--- config.mk ---
export PLATFORM = sky130hd
export DESIGN_NAME = shift_add_multiplier
export DESIGN_NICKNAME = d
export VERILOG_FILES = /design/src/rtl/shift_add_multiplier.sv
export SDC_FILE = /design/constraint.sdc
export NUM_CORES = 1
export LEC_CHECK = 0
export BUFFER_PORTS_ARGS = -buffer_cell sky130_fd_sc_hd__buf_2
export CAP_MARGIN = 10
export CORE_ASPECT_RATIO = 1.75
export CORE_MARGIN = 4
export CORE_UTILIZATION = 53
export DETAILED_ROUTE_END_ITERATION = 8
export GPL_TIMING_DRIVEN = 0
export PLACE_DENSITY_LB_ADDON = 0.2
export SKIP_CTS_REPAIR_TIMING = 1
export SYNTH_ARGS = -nofsm -noshare
export SYNTH_HDL_FRONTEND = slang
export SYNTH_SLANG_ARGS = --single-unit
--- constraint.sdc ---
create_clock -name clk -period 2.3 [get_ports clk]
set_input_delay 0.46 -clock clk [delete_from_list [all_inputs] [get_ports clk]]
set_output_delay 0.46 -clock clk [all_outputs]
set_load 0.005 [all_outputs]
--- src/rtl/shift_add_multiplier.sv ---
// Sequential signed multiplier: sign-magnitude shift-and-add with early exit
// once the remaining multiplier bits are all zero.
module shift_add_multiplier #(
    parameter int WIDTH = 8
) (
    input  logic               clk,
    input  logic               rst,
    input  logic               load_data,
    input  logic               shift_en,
    input  logic [WIDTH-1:0]   multiplicand_in,
    input  logic [WIDTH-1:0]   multiplier_in,
    output logic [2*WIDTH-1:0] product,
    output logic               product_sign,
    output logic [2*WIDTH-1:0] product_mag,
    output logic               mult_done,
    output logic               busy
);

    // state  | meaning
    // IDLE   | after reset, waiting for the first load
    // RUN    | one shift-add step per cycle while shift_en is high
    // FIX    | apply sign to the accumulated magnitude, publish result
    // DONE   | result held, mult_done high until next load
    typedef enum logic [1:0] {
        S_IDLE = 2'd0,
        S_RUN  = 2'd1,
        S_FIX  = 2'd2,
        S_DONE = 2'd3
    } state_t;

    state_t             state_q;
    logic [2*WIDTH-1:0] mcand_q;
    logic [WIDTH-1:0]   mplier_q;
    logic [2*WIDTH-1:0] acc_q;
    logic               sign_q;
    logic [2*WIDTH-1:0] product_q;
    logic               product_sign_q;
    logic [2*WIDTH-1:0] product_mag_q;
    logic               done_q;
    logic               busy_q;

    logic [WIDTH-1:0]   mcand_mag_d;
    logic [WIDTH-1:0]   mplier_mag_d;
    logic [2*WIDTH-1:0] acc_sum_d;
    logic [WIDTH-1:0]   mplier_shift_d;
    logic               fix_neg_d;

    // The unsigned WIDTH-bit magnitude holds 2^(WIDTH-1) exactly.
    always_comb begin
        mcand_mag_d    = multiplicand_in[WIDTH-1] ? (~multiplicand_in) + WIDTH'(1)
                                                  : multiplicand_in;
        mplier_mag_d   = multiplier_in[WIDTH-1] ? (~multiplier_in) + WIDTH'(1)
                                                : multiplier_in;
        acc_sum_d      = acc_q + mcand_q;
        mplier_shift_d = mplier_q >> 1;
        fix_neg_d      = sign_q && (acc_q != '0);
    end

    always_ff @(posedge clk or posedge rst) begin
        if (rst) begin
            state_q        <= S_IDLE;
            mcand_q        <= '0;
            mplier_q       <= '0;
            acc_q          <= '0;
            sign_q         <= 1'b0;
            product_q      <= '0;
            product_sign_q <= 1'b0;
            product_mag_q  <= '0;
            done_q         <= 1'b0;
            busy_q         <= 1'b0;
        end else if (load_data) begin
            mcand_q  <= {{WIDTH{1'b0}}, mcand_mag_d};
            mplier_q <= mplier_mag_d;
            acc_q    <= '0;
            sign_q   <= multiplicand_in[WIDTH-1] ^ multiplier_in[WIDTH-1];
            done_q   <= 1'b0;
            busy_q   <= 1'b1;
            state_q  <= S_RUN;
        end else begin
            case (state_q)
                S_RUN: begin
                    if (shift_en) begin
                        if (mplier_q[0]) begin
                            acc_q <= acc_sum_d;
                        end
                        mcand_q  <= mcand_q << 1;
                        mplier_q <= mplier_shift_d;
                        if (mplier_shift_d == '0) begin
                            state_q <= S_FIX;
                        end
                    end
                end
                S_FIX: begin
                    product_mag_q  <= acc_q;
                    product_sign_q <= fix_neg_d;
                    product_q      <= fix_neg_d ? -acc_q : acc_q;
                    done_q         <= 1'b1;
                    busy_q         <= 1'b0;
                    state_q        <= S_DONE;
                end
                default: ;
            endcase
        end
    end

    assign product      = product_q;
    assign product_sign = product_sign_q;
    assign product_mag  = product_mag_q;
    assign mult_done    = done_q;
    assign busy         = busy_q;

endmodule

==> results of run 1 <==
==> layout make-up <==
cell class                 instances  area [µm²]  area share [%]
tap                               90         113            2.13
timing repair buffer              59         340            6.44
sequential                        77        1930            36.6
clock buffer                      12         246            4.66
clock inverter                     4        47.5           0.900
buffer                            24         113            2.13
inverter                          14        56.3            1.07
multi-input combinational        351        2430            46.1
==> metrics by stage <==
stage	worst slack, ns	util (%)	hold slack (ns)	power [mW]	std cells
2_1_floorplan	0.0678	-	0.470	2.00	467
3_3_place_gp	-0.252	59.7	0.460	2.16	608
3_5_place_dp	-0.330	60.0	0.480	2.19	609
4_1_cts	-0.346	63.6	0.304	3.58	625
5_1_grt	-0.138	65.9	0.352	3.79	631
6_report	-0.0693	65.9	0.285	3.62	631
==> flip-flops by register name, indices dropped and copies added (netlist names) <==
name,cells
busy,1
product_mag,15
product_sign,1
product,16
sign_q,1
mcand_q,16
mult_done,1
acc_q,16
state_q,2
mplier_q,8
==> power groups by stage <==
| stage | clock (mW) | combinational, mW | sequential [mW] |
|---|---|---|---|
| floorplan | 0 | 0.493 | 1.51 |
| global placement | 0 | 0.642 | 1.52 |
| detailed placement | 0 | 0.662 | 1.53 |
| CTS | 1.41 | 0.666 | 1.50 |
| global route | 1.47 | 0.812 | 1.51 |
| finish | 1.39 | 0.724 | 1.50 |
==> worst paths after layout <==
| kind | startpoint | endpoint | cells after the start |
|---|---|---|---|
| setup / recovery | acc_q[1] | acc_q[15] | 7 |
| hold / removal | rst | product_sign | 2 |
| setup reg to reg | acc_q[1] | acc_q[15] | 7 |
| hold reg to reg | busy | busy | 2 |
| max in group asynchronous | rst | acc_q[2] | 3 |
| min in group clk | multiplicand_in[0] | mcand_q[0] | 3 |
==> cells in the final DEF (no fill, tap or decap), drive strengths merged, types with 4 or more instances in the layout <==
| cell | synthesis | routed |
|---|---|---|
| a21o | 4 | 4 |
| nand3 | 9 | 9 |
| a211oi | 7 | 7 |
| nor3 | 8 | 8 |
| mux2 | 19 | 19 |
| dfrtp | 77 | 77 |
| xnor2 | 17 | 17 |
| mux2i | 15 | 15 |
| xor2 | 13 | 13 |
| clkbuf | 19 | 30 |
| a21oi | 46 | 46 |
| inv | 14 | 13 |
| o21a | 4 | 4 |
| buf | 6 | 65 |
| a31oi | 4 | 4 |
| o21ai | 29 | 29 |
| ha | 18 | 18 |
| nor2 | 33 | 33 |
| or3 | 5 | 5 |
| nand2 | 65 | 65 |
| o31ai | 8 | 8 |
| nand2b | 5 | 5 |
==> routing by layer <==
metal  up-vias  global-route usage (%)  part of all wire, %
li1       1797                       -                    -
met1      1759                    22.9                   36
met2        74                    42.3                   55
met3        27                    4.13                  3.7
met4         0                    12.2                  4.5
met5         -                       0                    0
==> cell families (layout without fill, tap and decap cells) <==
kind of cell,count (synthesis),count (layout),share of synthesized area (%)
flip-flops,77,77,43.6
multiplexers,34,34,8.25
AO/OA/AOI/OAI,121,121,17.1
AND/OR/NAND/NOR,147,147,15.7
buffers and inverters,39,113,3.80
XOR/XNOR,30,30,5.95
adder cells (fa/ha/maj),19,19,5.55
==> worst max-delay path: cells and delay by family (launching register included) <==
family | cells | cell delay (ns)
muxes | 2 | 0.58
DFF | 1 | 0.44
adders and majority gates | 1 | 0.32
AOI/OAI and AO/OA | 4 | 0.91
==> run_results.csv, run 1 <==
group,metric,value,unit
synth,synth_top_area_share,43.6,%
placed_design,portBuffers,51,
floorplanning,num_rows,43,
sta,finalCritPeriodShare,103,%
worst_setup_path,worstSetupPathType,"reg -> reg",
worst_setup_path,rrSetupSlack,-0.07,ns
floorplanning,core,0.00802,mm²
layout,postLayoutCellArea,0.00529,mm²
detailed_routing,drcViolationCount,0,
detailed_routing,drtIter0Drc,127,
synth,async_flop_share,100,%
worst_setup_path,end_kind,"register",
global_routing,grt_max_degree,40,
power_and_ir_drop,p_sw,1.01,mW
synth,synth-main-ff-cell,"dfrtp_1",
outcome,violations,"setup timing",
placed_design,place_congestion,0.861,
synth,synth_nets,506,
outcome,outcome,"complete, but fails checks",
synth,avgSynthCellArea,9.46,µm²
sta,slew_headroom,43.4,%
flow_run,cap_violations,0,
power_and_ir_drop,switching_share,28.0,%
cts,cts_root_buf,"clkbuf_16",
global_routing,grt_pass1_vias,3681,
floorplanning,start_util,55.1,%
synth,seq_area_frac_synth,43.6,%
cts,cts_buffers,9,
layout,layout.nets,575,
synth,syn_inst,467,
power_and_ir_drop,p_leak,2.48,nW
floorplanning,die_y,129,µm
layout,drive_gt1_share,25.1,%
worst_setup_path,cp.required,2.52,ns
floorplanning,die_area,0.00991,mm²
detailed_routing,routed_wl,10400,µm
synth,synthesis.area,0.00442,mm²
detailed_routing,drtPass1Iterations,4,
power_and_ir_drop,pwr-share-clk,38.5,%
cts,cts_max_path_buffers,2,
worst_setup_path,arrival,2.59,ns
synth,synth.top_cells.by_count,"dfrtp_1 (77), nand2_1 (65), a21oi_1 (46), nor2_1 (32), o21ai_0 (29)",
synth,synth_cell_types,53,
worst_setup_path,critPathMaxStageDelay,0.44,ns
cts,htree_levels,3,
sta,setup_tns,-0.0693,ns
synth,synthTopCellsByArea,"dfrtp_1 (44%), nand2_1 (5.5%), a21oi_1 (5.2%), ha_1 (5.1%), mux2_2 (4.8%)",
cts,cts_tree,"built",
power_and_ir_drop,power_density,685,mW/mm²
power_and_ir_drop,p_comb_share,20.0,%
worst_setup_path,cp-start-kind,"register",
sta,finalHoldViolCount,0,
min_path,hold_class,"in -> async",
global_routing,antenna_found_initial,0,
placed_design,hpwl,8060,µm
layout,syn_to_final_growth,19.7,%
sta,drv_slew,0,
worst_setup_path,cpMostUsedCell,"a211oi_2",
worst_setup_path,worstPathCellList,"ha_1, a211oi_2, o21ai_2, o2111a_1, a211oi_2, mux2i_1, mux2_2",
cts,cts.sinks,77,
cts,clk_latency,0.34,ns
cts,clkSlewWorstSetupHoldPaths,0.06,ns
layout,n_fill_cell,655,
layout,antenna_cells,0,
sta,worst_slack,-0.0693,ns
power_and_ir_drop,peakVddDrop,0.489,mV
floorplanning,io_pins,55,
power_and_ir_drop,internal-power,2.61,mW
synth,yosys.area.top_type,"dfrtp_1",
detailed_routing,post_drt_wl_per_cell,16.5,µm
sta,tightest_slew,0.847,ns
global_routing,grt_first_pass_wirelength,17300,µm
sta,finClkSkew,0.00709,ns
worst_setup_path,cp_max_fo,5,
synth,synth_edf_count,0,
synth,ys_warn_count,0,
synth,yosysMostFrequentCell,"dfrtp_1",
power_and_ir_drop,p_seq_share,41.5,%
worst_setup_path,crit_slowest_cell,"dfrtp_2",
global_routing,track_usage,22.3,%
detailed_routing,vias_per_cell,5.80,
sta,setup_viol,1,
placed_design,dpl_cell_area,0.00481,mm²
sta,finalCriticalPeriod,2.37,ns
synth,ys_seq_elements,77,
global_routing,overflow,0,
detailed_routing,vias,3657,
floorplanning,die_w,77.0,µm
detailed_routing,ant_nets,0,
sta,fmax,0.422,GHz
sta,rsz0062_at_grt,"true",
No activity file was read; power rests on OpenSTA's default activity.
==> inputs of run 2 (changes only) <==
--- a/config.mk
+++ b/config.mk
@@ -7,9 +7,11 @@
 export LEC_CHECK = 0
 export BUFFER_PORTS_ARGS = -buffer_cell sky130_fd_sc_hd__buf_2
 export CAP_MARGIN = 10
+export CELL_PAD_IN_SITES_DETAIL_PLACEMENT = 0
+export CELL_PAD_IN_SITES_GLOBAL_PLACEMENT = 2
 export CORE_ASPECT_RATIO = 1.75
 export CORE_MARGIN = 4
-export CORE_UTILIZATION = 53
+export CORE_UTILIZATION = 33
 export DETAILED_ROUTE_END_ITERATION = 8
 export GPL_TIMING_DRIVEN = 0
 export PLACE_DENSITY_LB_ADDON = 0.2
==> run 2 against run 1 <==
Against the previous run: the flow now finishes without violations; die area up 55%; via count up 1.3%; register-to-register slack better by 0.07 ns; clock power up 9%; setup slack better by 0.073 ns; sequential share of layout area down 1.8 points; non-clock buffer count up 10; wire length up 14%; first-iteration DRC count up 31%; cell count up 14%; flip-flop and latch count unchanged; sequential power about the same.
==> run_results.csv, run 2 (same netlist as run 1, synthesis figures left out) <==
group,metric,value,unit
layout,ff_latch_area,0.00194,mm²
cts,cts_tree,"built",
detailed_routing,drtIter0Drc,167,
cts,clkSlewWorstSetupHoldPaths,0.06,ns
detailed_routing,post_drt_wl_per_cell,16.5,µm
cts,cts_max_path_buffers,2,
sta,finalCriticalPeriod,2.30,ns
worst_setup_path,cp.required,2.52,ns
worst_setup_path,cp_max_fo,7,
sta,finClkSkew,0.00740,ns
power_and_ir_drop,p_seq_share,39.5,%
layout,instances_no_fill,722,
min_path,hold_class,"in -> async",
global_routing,grt_first_pass_wirelength,18800,µm
cts,cts_root_buf,"clkbuf_16",
placed_design,portBuffers,51,
detailed_routing,routed_wl,11900,µm
floorplanning,die_y,161,µm
detailed_routing,ant_nets,0,
cts,clk_latency,0.34,ns
worst_setup_path,worstSetupPathType,"reg -> reg",
global_routing,grt_max_degree,40,
global_routing,overflow,0,
power_and_ir_drop,p_comb_share,21.0,%
worst_setup_path,arrival,2.52,ns
layout,layout.nets,585,
global_routing,antenna_found_initial,0,
detailed_routing,drcViolationCount,0,
sta,tightest_slew,0.867,ns
floorplanning,io_pins,55,
global_routing,track_usage,16.0,%
detailed_routing,drtPass1Iterations,4,
floorplanning,num_rows,55,
layout,antenna_cells,0,
outcome,outcome,"complete, no violations",
power_and_ir_drop,peakVddDrop,0.295,mV
worst_setup_path,cp-start-kind,"register",
power_and_ir_drop,p_leak,2.54,nW
sta,rsz0062_at_grt,"true",
floorplanning,die_area,0.0154,mm²
sta,drv_slew,0,
power_and_ir_drop,power_density,685,mW/mm²
global_routing,grt_pass1_vias,3605,
layout,syn_to_final_growth,26.2,%
layout,layout.cells.most_common,"dfrtp_1",
placed_design,place_congestion,0.873,
detailed_routing,vias_per_cell,5.13,
floorplanning,core,0.0130,mm²
detailed_routing,vias,3703,
sta,finalHoldViolCount,0,
power_and_ir_drop,p_sw,1.08,mW
floorplanning,start_util,33.9,%
layout,n_fill_cell,1281,
sta,finalCritPeriodShare,99.8,%
layout,multiInputGateArea,0.00252,mm²
power_and_ir_drop,pwr-share-clk,39.6,%
floorplanning,die_w,95.4,µm
sta,slew_headroom,42.1,%
power_and_ir_drop,switching_share,28.4,%
cts,cts_buffers,9,
placed_design,hpwl,9120,µm
sta,fmax,0.435,GHz
sta,setup_viol,0,
cts,cts.sinks,77,
placed_design,place_inst,690,
worst_setup_path,end_kind,"register",
layout,utilization,42.8,%
layout,final_cell_mix,"dfrtp_1 (69), nand2_1 (65), buf_2 (53)",
flow_run,cap_violations,0,
cts,htree_levels,3,
power_and_ir_drop,internal-power,2.73,mW
layout,drive_gt1_share,28.7,%
-- run 2: changes by cell type in the layout (fill, tap and decap cells not counted), sizes merged --
cell	before	now
buf	65	75
clkbuf	30	28
clkinv	2	4
bufinv	1	2
clkinvlp	2	1
-- run 2: routing by layer --
metal	global-route usage, %	up-vias	share of wire (%)
met2	30.0	84	57
li1	-	1811	-
met4	6.02	0	2.2
met5	0	-	0
met1	17.3	1794	37
met3	2.66	14	3.7
-- run 2: final cells by class --
type | instances | area share [%]
multi-input combinational | 351 | 45.3
clock buffer | 10 | 4.11
clock inverter | 6 | 1.57
timing repair buffer | 69 | 7.30
inverter | 14 | 1.06
tap | 171 | 3.84
sequential | 77 | 34.8
buffer | 24 | 2.02
-- run 2: power groups by stage --
stage | logic [mW] | clock network [mW] | registers, mW
after floorplan | 0.493 | 0 | 1.51
after global placement | 0.674 | 0 | 1.53
after detailed placement | 0.683 | 0 | 1.53
after CTS | 0.686 | 1.56 | 1.50
after global routing | 0.892 | 1.61 | 1.52
final | 0.800 | 1.51 | 1.51
-- run 2: worst paths after layout --
kind,start,cells past startpoint,endpoint,slack [ns]
worst max-delay path,acc_q[10],7,acc_q[15],0.004
worst min-delay path,rst,2,product[14],0.29
worst max register to register,acc_q[10],7,acc_q[15],0.004
worst min register to register,busy,2,busy,0.48
max in group asynchronous,rst,3,mcand_q[5],1.34
min in group clk,multiplicand_in[0],3,mcand_q[0],0.37
-- run 2: metrics by stage --
step	power, mW	hold WS (ns)	setup WS (ns)	TNS [ns]	instance area [µm²]
2_1_floorplan	2.00	0.470	0.0678	0	4420
3_3_place_gp	2.20	0.469	-0.364	-8.46	4890
3_5_place_dp	2.21	0.481	-0.332	-7.13	4910
4_1_cts	3.75	0.322	-0.370	-2.81	5230
5_1_grt	4.02	0.376	-0.104	-0.257	5570
6_report	3.82	0.290	0.00370	0	5570
-- run 2: worst max-delay path, cell delays in order (launching register included) --
cell and delay [ns]:
dfrtp_1 0.46, ha_2 0.42, nand2_1 0.14, nor3_4 0.26, o2111a_1 0.30, a211oi_2 0.08, mux2i_1 0.18, mux2_2 0.34
==> inputs of run 3 (changes only) <==
--- a/config.mk
+++ b/config.mk
@@ -11,7 +11,7 @@
 export CELL_PAD_IN_SITES_GLOBAL_PLACEMENT = 2
 export CORE_ASPECT_RATIO = 1.75
 export CORE_MARGIN = 4
-export CORE_UTILIZATION = 33
+export CORE_UTILIZATION = 37
 export DETAILED_ROUTE_END_ITERATION = 8
 export GPL_TIMING_DRIVEN = 0
 export PLACE_DENSITY_LB_ADDON = 0.2
==> constraint.sdc (replaced) <==
create_clock -name clk -period 2.5 [get_ports clk]
set_input_delay 0.5 -clock clk [delete_from_list [all_inputs] [get_ports clk]]
set_output_delay 0.5 -clock clk [all_outputs]
set_load 0.005 [all_outputs]
==> run 3 against run 2 <==
Against the previous run: power is 12% lower; largest power group unchanged; non-clock buffer count is 10 lower; critical path type unchanged; maximum frequency is 4.0% lower.
==> run_results.csv, run 3 (same netlist as run 1, synthesis figures left out) <==
group,metric,value,unit
sta,finClkSkew,0.00740,ns
layout,postLayoutCellArea,0.00529,mm²
worst_setup_path,worstPathCellList,"ha_2, inv_2, fa_2, nor2b_2, o31a_1, buf_4, o21a_1, o2111a_1, or3_1, nand3_1",
cts,clkSlewWorstSetupHoldPaths,0.06,ns
sta,drv_slew,0,
cts,htree_levels,3,
flow_run,cap_violations,0,
layout,layout.cells.most_common,"dfrtp_1",
worst_setup_path,rrSetupSlack,0.11,ns
worst_setup_path,end_kind,"register",
power_and_ir_drop,p_leak,2.49,nW
floorplanning,io_pins,55,
worst_setup_path,crit_slowest_cell,"dfrtp_1",
layout,antenna_cells,0,
detailed_routing,routed_wl,11300,µm
placed_design,hpwl,8790,µm
floorplanning,core,0.0116,mm²
cts,cts_max_path_buffers,2,
power_and_ir_drop,peakVddDrop,0.300,mV
sta,slew_headroom,56.8,%
global_routing,antenna_found_initial,0,
floorplanning,die_area,0.0138,mm²
global_routing,grtUsageMet3,2.37,%
detailed_routing,drtIter0Drc,87,
floorplanning,start_util,37.9,%
layout,n_fill_cell,1163,
worst_setup_path,timing.rr.start,"acc_q[0]",
detailed_routing,vias,3537,
placed_design,dpl_cell_area,0.00487,mm²
global_routing,grt_max_degree,45,
layout,syn_to_final_growth,19.8,%
global_routing,grt.busiest_layer,"met2",
min_path,hold_class,"in -> async",
detailed_routing,post_drt_wl_per_cell,16.7,µm
worst_setup_path,cp_max_fo,3,
detailed_routing,vias_per_cell,5.24,
detailed_routing,drtPass1Iterations,4,
detailed_routing,ant_nets,0,
layout,layout.nets,575,
global_routing,grt_pass1_vias,3630,
detailed_routing,drcViolationCount,0,
global_routing,track_usage,17.0,%
cts,cts_root_buf,"clkbuf_16",
sta,rsz0062_at_grt,"true",
floorplanning,die_w,90.6,µm
cts,cts_buffers,9,
sta,finalHoldViolCount,0,
outcome,outcome,"complete, no violations",
sta,whs,0.176,ns
worst_setup_path,cp-start-kind,"register",
cts,cts.sinks,77,
layout,drive_gt1_share,23.0,%
power_and_ir_drop,power_density,633,mW/mm²
sta,tightest_slew,0.648,ns
placed_design,portBuffers,51,
sta,fmax,0.418,GHz
global_routing,grt_first_pass_wirelength,18600,µm
sta,setup_viol,0,
worst_setup_path,critPathMaxStageDelay,0.40,ns
floorplanning,num_rows,52,
placed_design,place_congestion,0.878,
sta,finalCritPeriodShare,95.7,%
worst_setup_path,timing.rr.end,"acc_q[14]",
global_routing,grtUsageMet1,17.8,%
cts,clk_latency,0.34,ns
sta,finalCriticalPeriod,2.39,ns
worst_setup_path,worstSetupPathType,"reg -> reg",
cts,cts_tree,"built",
worst_setup_path,reg2reg_depth,10,
global_routing,met2_usage,33.5,%
floorplanning,die_y,153,µm
layout,final_cell_mix,"dfrtp_1 (75), nand2_1 (65), buf_2 (53)",
global_routing,overflow,0,
worst_setup_path,arrival,2.66,ns
worst_setup_path,cp.required,2.77,ns
[run 3: cell types whose count changed in the layout (fill, tap and decap cells not counted), sizes merged]
cell	before	now
bufinv	2	1
buf	75	65
clkinv	4	0
inv	13	14
clkinvlp	1	2
clkbuf	28	30
[run 3: worst max-delay path by stage]
stage,startpoint,endpoint,cells after the start
6_report,acc_q[0],acc_q[14],10
5_1_grt,acc_q[0],product[11],10
2_1_floorplan,rst,acc_q[0],1
3_5_place_dp,acc_q[2],acc_q[15],7
3_3_place_gp,rst,mult_done,2
4_1_cts,acc_q[2],acc_q[15],7
[run 3: area by class of cell]
class	count	area [µm²]	share of cell area, %
inverters	14	55.1	1.04
well taps	135	169	3.19
multi-input cells	351	2390	45.2
clock inverters	3	45.0	0.851
plain buffers	24	111	2.10
repair buffers	59	335	6.34
clock buffers	12	256	4.85
flip-flops and latches	77	1930	36.5
[run 3: stage by stage]
step / instances / worst slack [ns] / power, mW / utilization [%] / setup TNS, ns
2_1_floorplan: 467 / 0.0333 / 1.84 / - / 0
3_3_place_gp: 653 / -0.921 / 2.01 / 41.6 / -71.89
3_5_place_dp: 654 / -0.161 / 2.03 / 41.8 / -1.71
4_1_cts: 669 / -0.164 / 3.36 / 44.4 / -0.291
5_1_grt: 675 / -0.00849 / 3.53 / 45.4 / -0.00849
6_report: 675 / 0.108 / 3.35 / 45.4 / 0
[run 3: report_power, final]
part           switching, mW  leakage (nW)  total [mW]  internal [mW]
Combinational          0.383          1.35       0.650          0.267
Sequential            0.0624         0.998        1.38           1.31
Clock                  0.499         0.141        1.32          0.822
Total                  0.945          2.49        3.35           2.40
[run 3: worst max-delay path: cells and delay by family, from the launching register on]
family	cells	cell delay, ns
buffers and inverters	2	0.22
DFF	1	0.40
adders and majority gates	2	0.43
AOI/OAI and AO/OA	3	0.81
and+or+nand+nor	3	0.46
[run 3: routing by layer]
| layer | wire (µm) | share of wire, % |
|---|---|---|
| met1 | 4380 | 39 |
| met2 | 6440 | 57 |
| met3 | 276 | 2.4 |
| met4 | 195 | 1.7 |
| met5 | 0 | 0 |
